===== src/rtl/pixel_buffer_rmw.sv =====
// Single-port SRAM arbiter for a pen-drawn frame buffer: display word fetch,
// pen read-modify-write (set one pixel) and full-frame erase, in that priority.
module pixel_buffer_rmw #(
    parameter int unsigned DATA_W    = 16,
    parameter int unsigned ADDR_W    = 18,
    parameter int unsigned H_VISIBLE = 640,
    parameter int unsigned V_VISIBLE = 480
) (
    input  logic              clk,
    input  logic              reset,
    input  logic              erase_button,
    input  logic              pen_valid,
    input  logic [9:0]        x,
    input  logic [9:0]        y,
    input  logic [10:0]       hcounter,
    input  logic [9:0]        vcounter,
    input  logic              ready,
    input  logic [DATA_W-1:0] data_read,
    output logic [ADDR_W-1:0] address,
    output logic [DATA_W-1:0] data_write,
    output logic              read,
    output logic              write,
    output logic [DATA_W-1:0] pixel_buf,
    output logic              pixel_buf_valid,
    output logic              erase_busy,
    output logic              erase_done,
    output logic              fetch_overrun,
    output logic [3:0]        ram_state
);

    localparam int unsigned WORDS     = H_VISIBLE / DATA_W;
    localparam int unsigned FB_WORDS  = WORDS * V_VISIBLE;
    localparam int unsigned BIT_W     = $clog2(DATA_W);
    localparam logic [10:0] H_VIS     = 11'(H_VISIBLE);
    localparam logic [10:0] H_MASK    = 11'(DATA_W - 1);
    localparam logic [9:0]  V_VIS     = 10'(V_VISIBLE);
    localparam logic [9:0]  V_ERASE   = 10'(V_VISIBLE + 1);
    localparam logic [ADDR_W-1:0] WORDS_A   = ADDR_W'(WORDS);
    localparam logic [ADDR_W-1:0] LAST_WORD = ADDR_W'(FB_WORDS - 1);

    typedef enum logic [3:0] {
        StIdle  = 4'd0,
        StFReq  = 4'd1,
        StFWait = 4'd2,
        StFCap  = 4'd3,
        StPReq  = 4'd4,
        StPWait = 4'd5,
        StPCap  = 4'd6,
        StPWr   = 4'd7,
        StEReq  = 4'd8,
        StEWait = 4'd9
    } state_e;

    state_e              state_q, state_d;
    logic                fetch_pending_q, pen_pending_q, erase_busy_q;
    logic                erase_done_q, fetch_overrun_q;
    logic [ADDR_W-1:0]   fetch_addr_q, addr_q, erase_ptr_q;
    logic [9:0]          pen_x_q, pen_y_q;
    logic [BIT_W-1:0]    pen_bit_q;
    logic [DATA_W-1:0]   wr_data_q, pixel_buf_q;

    logic                fetch_trig, pen_trig, pen_in_range, erase_trig;
    logic                fetch_take, pen_take, erase_step;
    logic [ADDR_W-1:0]   fetch_addr_calc, pen_addr_calc;
    logic [DATA_W-1:0]   pen_mask;

    assign fetch_trig   = ((hcounter & H_MASK) == '0) && (hcounter < H_VIS) &&
                          (vcounter < V_VIS);
    assign pen_trig     = (hcounter == '0) && (vcounter == V_VIS) && pen_valid;
    assign pen_in_range = ({1'b0, x} < H_VIS) && (y < V_VIS);
    assign erase_trig   = (hcounter == '0) && (vcounter == V_ERASE) && erase_button;

    assign fetch_addr_calc = ADDR_W'(vcounter) * WORDS_A + ADDR_W'(hcounter >> BIT_W);
    assign pen_addr_calc   = ADDR_W'(pen_y_q) * WORDS_A + ADDR_W'(pen_x_q >> BIT_W);
    assign pen_mask        = DATA_W'(1) << pen_bit_q;

    always_comb begin
        state_d         = state_q;
        address         = '0;
        data_write      = '0;
        read            = 1'b0;
        write           = 1'b0;
        pixel_buf_valid = 1'b0;
        fetch_take      = 1'b0;
        pen_take        = 1'b0;
        erase_step      = 1'b0;
        case (state_q)
            StIdle: begin
                if (fetch_pending_q)    state_d = StFReq;
                else if (pen_pending_q) state_d = StPReq;
                else if (erase_busy_q)  state_d = StEReq;
            end
            StFReq: begin
                address = fetch_addr_q;
                if (ready) begin
                    fetch_take = 1'b1;
                    state_d    = StFWait;
                end
            end
            StFWait: begin
                address = addr_q;
                read    = 1'b1;
                state_d = StFCap;
            end
            StFCap: begin
                pixel_buf_valid = 1'b1;
                state_d         = StIdle;
            end
            StPReq: begin
                address = pen_addr_calc;
                if (ready) begin
                    pen_take = 1'b1;
                    state_d  = StPWait;
                end
            end
            StPWait: begin
                address = addr_q;
                read    = 1'b1;
                state_d = StPCap;
            end
            StPCap: begin
                address    = addr_q;
                data_write = data_read | pen_mask;
                state_d    = StPWr;
            end
            StPWr: begin
                address    = addr_q;
                data_write = wr_data_q;
                if (ready) begin
                    write   = 1'b1;
                    state_d = StIdle;
                end
            end
            StEReq: begin
                address = erase_ptr_q;
                if (ready) state_d = StEWait;
            end
            StEWait: begin
                // Return to idle after every word so fetch/pen can cut in.
                address    = erase_ptr_q;
                write      = 1'b1;
                erase_step = 1'b1;
                state_d    = StIdle;
            end
            default: state_d = StIdle;
        endcase
    end

    always_ff @(posedge clk) begin
        if (!reset) begin
            state_q         <= StIdle;
            fetch_pending_q <= 1'b0;
            pen_pending_q   <= 1'b0;
            erase_busy_q    <= 1'b0;
            erase_done_q    <= 1'b0;
            fetch_overrun_q <= 1'b0;
            fetch_addr_q    <= '0;
            addr_q          <= '0;
            erase_ptr_q     <= '0;
            pen_x_q         <= '0;
            pen_y_q         <= '0;
            pen_bit_q       <= '0;
            wr_data_q       <= '0;
            pixel_buf_q     <= '0;
        end else begin
            state_q      <= state_d;
            erase_done_q <= 1'b0;

            // A new trigger wins over the clear of the request being serviced.
            if (fetch_trig) begin
                fetch_pending_q <= 1'b1;
                fetch_addr_q    <= fetch_addr_calc;
                if (fetch_pending_q) fetch_overrun_q <= 1'b1;
            end else if (fetch_take) begin
                fetch_pending_q <= 1'b0;
            end

            if (pen_trig && pen_in_range) begin
                pen_pending_q <= 1'b1;
                pen_x_q       <= x;
                pen_y_q       <= y;
            end else if (pen_take) begin
                pen_pending_q <= 1'b0;
            end

            if (fetch_take) begin
                addr_q <= fetch_addr_q;
            end else if (pen_take) begin
                addr_q    <= pen_addr_calc;
                pen_bit_q <= pen_x_q[BIT_W-1:0];
            end

            if (state_q == StPCap) wr_data_q <= data_write;
            if (state_q == StFCap) pixel_buf_q <= data_read;

            if (erase_trig) begin
                erase_busy_q <= 1'b1;
                erase_ptr_q  <= '0;
            end else if (erase_step) begin
                erase_ptr_q <= erase_ptr_q + 1'b1;
                if (erase_ptr_q == LAST_WORD) begin
                    erase_busy_q <= 1'b0;
                    erase_done_q <= 1'b1;
                end
            end
        end
    end

    assign pixel_buf     = (state_q == StFCap) ? data_read : pixel_buf_q;
    assign erase_busy    = erase_busy_q;
    assign erase_done    = erase_done_q;
    assign fetch_overrun = fetch_overrun_q;
    assign ram_state     = state_q;

endmodule

===== config.mk =====
export PLATFORM = sky130hd
export DESIGN_NAME = pixel_buffer_rmw
export DESIGN_NICKNAME = d
export VERILOG_FILES = /design/src/rtl/pixel_buffer_rmw.sv
export SDC_FILE = /design/constraint.sdc
export NUM_CORES = 1
export LEC_CHECK = 0
export CAP_MARGIN = 20
export CORE_MARGIN = 4
export CORE_UTILIZATION = 54
export CTS_CLUSTER_DIAMETER = 40
export DETAILED_ROUTE_END_ITERATION = 16
export GPL_TIMING_DRIVEN = 1
export PLACE_DENSITY = 0.82
export SYNTH_ARGS = -nofsm -noshare
export SYNTH_HDL_FRONTEND = slang
export SYNTH_SLANG_ARGS = --single-unit

===== constraint.sdc =====
create_clock -name clk -period 3.56 [get_ports clk]
set_input_delay 0.356 -clock clk [delete_from_list [all_inputs] [get_ports clk]]
set_output_delay 0.356 -clock clk [all_outputs]
set_load 0.005 [all_outputs]

* Word-level counts from Yosys, hierarchy flattened *
Index checks and enable logic that the tools add are counted.
Widths: inputs -> output; s select.

storage, ports and cells
  register bits after elaboration = 119
  bits of input ports = 62
  output and inout bits = 60
  logic and storage cells = 98

cells by class
  add/sub/neg operators = 3
  $mul = 2
  $lt $le $gt $ge = 4
  eq/ne operators = 17
  shift-type cells = 1
  multiplexer cells = 28
  bitwise logic cells = 4
  reduce and logical (&&, ||, !) cells = 25

operator list
  operator               number
  $pmux 18 s4            1
  $mux 18                2
  $pmux 16 s2            1
  $pmux 4 s8             1
  $mux 4                 7
  $mul 10x3->13 const B  2
  $logic_not 11->1       2
  $eq 10x9->1 const B    2
  $lt 10x9->1 const B    2
  $add 18x1->18 const B  1
  $eq 18x15->1 const B   1
  $add 16x6->17          1
  $add 16x7->17          1
  $eq 4x3->1 const B     4
  $mux 16                1
  $or 16x16->16          1
  $shl 1x4->16 const A   1
  $mux 1                 14
  $lt 11x10->1 const B   1
  $lt 10x10->1 const B   1
  $reduce_bool 2->1      5
  $eq 4x2->1 const B     2
  $eq 4x4->1 const B     2
  $logic_and 1x1->1      8
  other kinds (11)       20

* Logic depth before layout (Yosys ltp) *
Gate-level depths: netlist of the first run.

  word-level depth = 5
  mapped depth = 11
  depth with buffers taken out = 11

* Worst setup path after synthesis of the first run *
Ideal clock, no wire load.

  path kind = flip-flop to output port
  start point = reg pen_y_q[1]
  end point = out address[14]
  arrival time = 2916 ps
  setup slack = 288 ps
  stages on the path, launching flop included = 11
  path buffers = 0
  path through = dfxtp_1 ha_1 ha_1 fa_1 a21oi_1 o2111ai_1 o311ai_4 or4b_1 or3_4 xnor2_1 o21ai_0

between the ends
  longest elaborated chain between the ends = 3

ends and longest elaborated chain
  item                      line  source
  start: declaration        58    logic [9:0] pen_x_q, pen_y_q;
  start signal: assignment  181   pen_y_q <= y;
  $mul 10x3->13             74    assign pen_addr_calc = ADDR_W'(pen_y_q) * WORDS_A + ADDR_W'(pen_x_q >> BIT_W);
  $add 16x6->17             74
  $pmux 18 s4               87    case (state_q)
  end: declaration          19    output logic [ADDR_W-1:0] address,

Every way passes these cells.

* Final worst setup path of the first run *
  start point = reg pen_y_q[3]
  end point = out address[14]

The elaborated chain is that of the path after synthesis.

==> results of run 1 <==
-- stage by stage --
stage	area, um2	hold slack, ns	utilization (%)	cells	setup TNS, ns
5_1_grt	9470	0.3843	77.55	1122	-1.006
3_3_place_gp	8482	0.4333	69.46	1079	-0.3959
4_1_cts	9388	0.3583	76.88	1120	-0.4867
2_1_floorplan	6847	0.4219	-	784	0
3_5_place_dp	8482	0.4372	69.46	1079	-0.7742
6_report	9470	0.3666	77.55	1122	-0.5565
-- metal layers --
layer / vias to the layer above / track usage (%) / wire length (um) / part of all wire, %
met5: - / 0 / 0 / 0
met4: 0 / 12.68 / 722 / 3.4
met3: 72 / 5.847 / 1638 / 7.6
met2: 318 / 50.47 / 10720 / 50
met1: 3236 / 32.89 / 8349 / 39
li1: 3153 / - / - / -
-- area by class of cell --
cell class,instances,area share [%]
Clock buffer,20,4.928
Timing Repair Buffer,181,17.44
Clock inverter,12,1.612
Sequential cell,117,24.80
Inverter,12,0.4756
Tap cell,168,2.220
Multi-Input combinational cell,612,48.53
-- synthesized netlist by cell type (all sizes together), types with 4 or more instances --
cell type and instances:
dfxtp 117, nand2 81, nor2b 63, a21oi 46, nor2 44, o21ai 44, ha 40, clkbuf 34
mux2i 32, and2 25, xnor2 22, a222oi 20, xor2 19, mux2 16, inv 12, nand4 12
and3 11, nand3 11, a21o 10, a22oi 9, a211oi 8, a21boi 8, buf 8, nor3 8
a31oi 7, nor4 7, or3 7, o211a 6, a22o 5, nand2b 5, nor3b 5, o21a 5
a221o 4, fa 4, o31ai 4
-- flip-flops by register name, summed over array words and instances (netlist names) --
register	flops
addr_q	17
erase_busy	1
erase_done	1
erase_ptr_q	18
fetch_addr_q	17
fetch_overrun	1
fetch_pending_q	1
pen_bit_q	4
pen_pending_q	1
pen_x_q	10
pen_y_q	10
pixel_buf_q	16
ram_state	4
wr_data_q	16
-- critical path: stages, from the launching register on --
cell and delay, ns:
dfxtp_2 0.34, ha_4 0.25, ha_4 0.16, fa_2 0.37, a21oi_4 0.19, buf_6 0.13, o2111ai_4 0.13, o311ai_4 0.11
or4b_4 0.52, or3_4 0.36, xnor2_2 0.13, o21ai_1 0.16, buf_2 0.14
-- where the power goes --
part	leakage [uW]	internal [uW]	total, uW	switching, uW
clock network	0.000294	1150	1790	635
registers	0.000945	1310	1310	2.93
logic	0.00261	154	299	145
-- logic make-up (layout without fill, tap and decap cells) --
| kind of cell | count (synthesis) | after routing |
|---|---|---|
| xor+xnor | 41 | 41 |
| compound gates | 186 | 186 |
| fa+ha+maj | 44 | 44 |
| buf+inv | 55 | 225 |
| flops | 117 | 117 |
| simple gates | 293 | 293 |
| mux | 48 | 48 |
-- what timing repair did --
action / in CTS / in global routing
pin swaps: 21 / 16
gates resized for setup: 53 / 18
buffers inserted: 10 / 2
endpoints found under the setup margin: 7 / 6
-- final timing paths --
| kind | to | cells after the start | slack [ns] |
|---|---|---|---|
| worst max register to register | addr_q[15] | 13 | 0.37 |
| worst max-delay path | address[14] | 12 | -0.22 |
| worst min-delay path | wr_data_q[14] | 2 | 0.37 |
| worst min register to register | fetch_addr_q[16] | 2 | 0.45 |
==> metrics.yaml, run 1 <==
status: "complete, but fails checks"
violations: "setup timing"
yosys-top-cells-area: "dfxtp_1 34%, ha_1 7.3%, nor2b_1 5.8%, mux2i_1 4.7%, nand2_1 4.4%"
core_um2: 12210
synthMuxAreaShare_pct: 7.310
synthArstFlopShare_pct: 0
drtIter0Drc: 851
startpoint: "pen_y_q[3]"
power_density_nw_per_um2: 359.1
die_h_um: 120.6
antenna_found_initial: 0
io_buffers: 121
tritoncts: "built"
synth_top_family_by_area: "simple AND/OR/NAND/NOR gates"
setup_slack_ns: -0.2233
hp-class: "primary input to flip-flop"
synth_compound_area_share_pct: 18.77
synth_xor_area_share_pct: 5.245
yosys.area_share.simple_pct: 22.75
slew_violations: 0
first_pass_iters: 7
r2r-start: "pen_y_q[3]"
wirelength_um: 21430
finalClockSkew_ns: 0.009000
synthCells: 784
synth_top_area_share_pct: 34.21
hold_viol: 0
drive_above_1_share_pct: 16.88
rows: 40
ys_ff_latch: 117
grt_pass1_wl_um: 33220
syn_to_final_growth_pct: 38.32
grt_pass1_vias: 6711
grt_max_degree: 57
worstSkewPairLatency_ns: 0.43
dieArea_um2: 14540
routabilityCongestion: 0.8618
layout_commonest_cell: "clkdlybuf4s50_1"
synth_warnings: 0
yosysTopAreaCell: "dfxtp_1"
cp-end-kind: "primary output"
overflow: 0
vias: 6779
grt_use_total_pct: 28.44
cp-start-kind: "flip-flop"
fmax_mhz: 264.3
cts.sinks: 117
ir_drop_v: 0.0002693
arrival_ns: 3.43
ant_nets: 0
wl_per_cell_um: 19.10
start_util_pct: 56.07
yosysUniqueCellTypes: 64
total_power_uw: 3401
htree_levels: 4
path_max_fanout: 2
drc: 0
cts_buffers: 17
final-seq-area_um2: 2349
io_pins: 122
layout_common_cells: "113 x clkdlybuf4s50_1, 112 x dfxtp_1, 80 x nand2_1"
path_class: "flip-flop to primary output"
dp_hpwl_um: 14110
cp.required_ns: 3.20
finalSetupViolCount: 4
pre_cts_ws_ns: -0.3258
hold_start: "reset"
clk_pin_slew_ns: 0.06
slew_headroom_pct: 51.94
avgViaCountPerCell: 6.042
n_fill_cell: 849
synthAdderAreaFrac_pct: 8.480
rsz0062_at_grt: "yes"
leakagePower_uw: 0.003848
diodes: 0
final_nets: 1047
ys.flop_type: "dfxtp_1"
ys_seq_area_share_pct: 34.21
synth_edf_count: 0
die_w_um: 120.6
timing.final.crit_share_pct: 106.3
hold_buffers: 0
worst_pin_slew_ns: 0.7182
clock_path_buffers: 2
synth_nets: 890
netlist_area_um2: 6847
postSynthAreaPerCell_um2: 8.733
cts_root_buffer: "clkbuf_16"
maxCapViolations: 0
min_period_ns: 3.783
multi_input_area_um2: 4596
Power figures use the tool's default switching activity.
==> run 2: changes to the inputs <==
--- a/config.mk
+++ b/config.mk
@@ -6,7 +6,7 @@
 export NUM_CORES = 1
 export LEC_CHECK = 0
 export CAP_MARGIN = 20
-export CORE_MARGIN = 4
+export CORE_MARGIN = 8
 export CORE_UTILIZATION = 54
 export CTS_CLUSTER_DIAMETER = 40
 export DETAILED_ROUTE_END_ITERATION = 16
==> metrics.yaml, run 2 (synthesis gave the netlist of run 1 again) <==
io_pins: 122  # unchanged
layout_commonest_cell: "clkdlybuf4s50_1"  # unchanged
violations: "setup timing"  # unchanged
hold_viol: 0  # unchanged
regMostFlops: "erase_ptr_q"  # unchanged
path_max_fanout: 2  # unchanged
finalClockSkew_ns: 0.006289  # was 0.009000 ns
wl_per_cell_um: 19.21  # was 19.10 um
cp-start-kind: "flip-flop"  # unchanged
fin_area_um2: 9385  # was 9470 um2
ant_nets: 0  # unchanged
dp_hpwl_um: 14440  # was 14110 um
min_period_ns: 3.752  # was 3.783 ns
syn_to_final_growth_pct: 37.08  # was 38.32%
finalSetupViolCount: 3  # was 4
slew_headroom_pct: 47.34  # was 51.94%
largest_reg_flops: 18  # unchanged
ir_drop_v: 0.0003275  # was 0.0002693 V
io_buffers: 121  # unchanged
tritoncts: "built"  # unchanged
dieArea_um2: 16540  # was 14540 um2
overflow: 0  # unchanged
hp-class: "flip-flop to flip-flop"  # was primary input to flip-flop
setup_slack_ns: -0.1918  # was -0.2233 ns
cts_buffers: 17  # unchanged
crit_slowest_cell: "fa_2"  # was or4b_4
worstSkewPairLatency_ns: 0.42  # was 0.43 ns
grt_pass1_vias: 6614  # was 6711
status: "complete, but fails checks"  # unchanged
start_util_pct: 54.70  # was 56.07%
first_pass_iters: 9  # was 7
grt_max_degree: 41  # was 57
power_density_nw_per_um2: 357.6  # was 359.1 nW/um2
placed_cells: 1081  # was 1079
cp-end-kind: "primary output"  # unchanged
htree_levels: 4  # unchanged
arrival_ns: 3.40  # was 3.43 ns
vias: 6785  # was 6779
grt_use_total_pct: 25.05  # was 28.44%
wirelength_um: 21530  # was 21430 um
rsz0062_at_grt: "yes"  # unchanged
clk_pin_slew_ns: 0.05  # was 0.06 ns
reg_top3: "erase_ptr_q (18), addr_q (17), fetch_addr_q (17)"  # unchanged
cts.sinks: 117  # unchanged
holdWs_ns: 0.4492  # was 0.3666 ns
slowest_delay_ns: 0.37  # was 0.52 ns
core_um2: 12520  # was 12210 um2
final_nets: 1042  # was 1047
slew_violations: 0  # unchanged
rows: 41  # was 40
routabilityCongestion: 0.8460  # was 0.8618
die_w_um: 128.6  # was 120.6 um
path_class: "flip-flop to primary output"  # unchanged
layout_common_cells: "114 x clkdlybuf4s50_1, 113 x dfxtp_1, 77 x nand2_1"  # was 113 x clkdlybuf4s50_1, 112 x dfxtp_1, 80 x nand2_1
drive_above_1_share_pct: 16.02  # was 16.88%
leakagePower_uw: 0.003825  # was 0.003848 uW
drtIter0Drc: 813  # was 851
fmax_mhz: 266.5  # was 264.3 MHz
hold_buffers: 0  # unchanged
timing.final.crit_share_pct: 105.4  # was 106.3%
cp.required_ns: 3.20  # about the same
maxCapViolations: 0  # unchanged
worst_pin_slew_ns: 0.7898  # was 0.7182 ns
total_power_uw: 3356  # was 3401 uW
grt_pass1_wl_um: 33130  # was 33220 um
antenna_found_initial: 0  # unchanged
instances_no_fill: 1121  # was 1122
post_dp_cell_area_um2: 8472  # was 8482 um2
crit_chain: "ha_4 -> ha_4 -> fa_2 -> buf_6 -> xor2_2 -> nand4_1 -> a2111oi_4 -> buf_4 -> buf_6 -> nand3_4 -> o31ai_4 -> buf_4 -> nand2_2 -> nand2_2 -> buf_2"  # was ha_4 -> ha_4 -> fa_2 -> a21oi_4 -> buf_6 -> o2111ai_4 -> o311ai_4 -> or4b_4 -> or3_4 -> xnor2_2 -> o21ai_1 -> buf_2
clock_path_buffers: 2  # unchanged
cts_root_buffer: "clkbuf_16"  # unchanged
diodes: 0  # unchanged
path_delay_family: "adder cells"  # was simple AND/OR/NAND/NOR gates
die_h_um: 128.6  # was 120.6 um
drc: 0  # unchanged
avgViaCountPerCell: 6.053  # was 6.042
cp_num_buf_inv: 5  # was 2
run 2: cell count changes in the layout (fill, tap and decap cells not counted), moves of 3 or more:
cell / before / now
clkbuf_1: 0 / 4
clkinvlp_4: 4 / 1
nand2_2: 0 / 3
buf_4: 55 / 52
nand2_1: 80 / 77
run 2: metrics by stage:
stage / util [%] / TNS [ns] / worst slack, ns
final: 74.98 / -0.5112 / -0.1918
after detailed placement: 67.68 / -1.077 / -0.4245
after CTS: 74.53 / -0.4270 / -0.2087
after global routing: 74.98 / -0.8368 / -0.3103
after global placement: 67.68 / -0.5362 / -0.3326
after floorplan: - / 0 / 0.2883
run 2: repair_timing:
| action | 4_1_cts | 5_1_grt |
|---|---|---|
| resized for setup | 52 | 14 |
| endpoints found under the setup margin | 7 | 6 |
| setup buffers | 6 | 3 |
| pin swaps | 16 | 14 |
run 2: layout make-up:
type | instances | area (um2)
Multi-Input combinational cell | 612 | 4576
Fill cell | 851 | 3132
Sequential cell | 117 | 2347
Timing Repair Buffer | 176 | 1608
Clock buffer | 23 | 467.9
Tap cell | 172 | 215.2
Clock inverter | 9 | 126.4
Inverter | 12 | 45.04
run 2: worst register-to-register path, delay by kind of cell, from the launching register on:
family,cells,cell delay (ns)
fa+ha+maj,2,0.66
compound gates,2,0.69
simple gates,4,1.09
buf+inv,2,0.27
flops,1,0.35
run 2: per-layer routing:
metal | wire, um | GRT usage (%) | part of all wire [%] | vias up
li1 | - | - | - | 3144
met1 | 8516 | 29.01 | 40 | 3219
met2 | 10460 | 42.28 | 49 | 352
met3 | 1746 | 6.330 | 8.1 | 70
met4 | 814 | 12.58 | 3.8 | 0
met5 | 0 | 0 | 0 | -
run 2: worst paths after layout:
check / slack (ns) / cells past startpoint / from / to
worst max-delay path: -0.19 / 15 / pen_y_q[1] / address[15]
worst min-delay path: 0.45 / 2 / fetch_addr_q[16] / fetch_addr_q[16]
worst max register to register: 0.39 / 10 / pen_y_q[5] / addr_q[14]
worst min register to register: 0.45 / 2 / fetch_addr_q[16] / fetch_addr_q[16]
run 2: where the power goes:
part / total, uW / internal [uW] / switching, uW
combinational: 303 / 152 / 151
clock: 1740 / 1130 / 606
sequential: 1320 / 1310 / 2.90
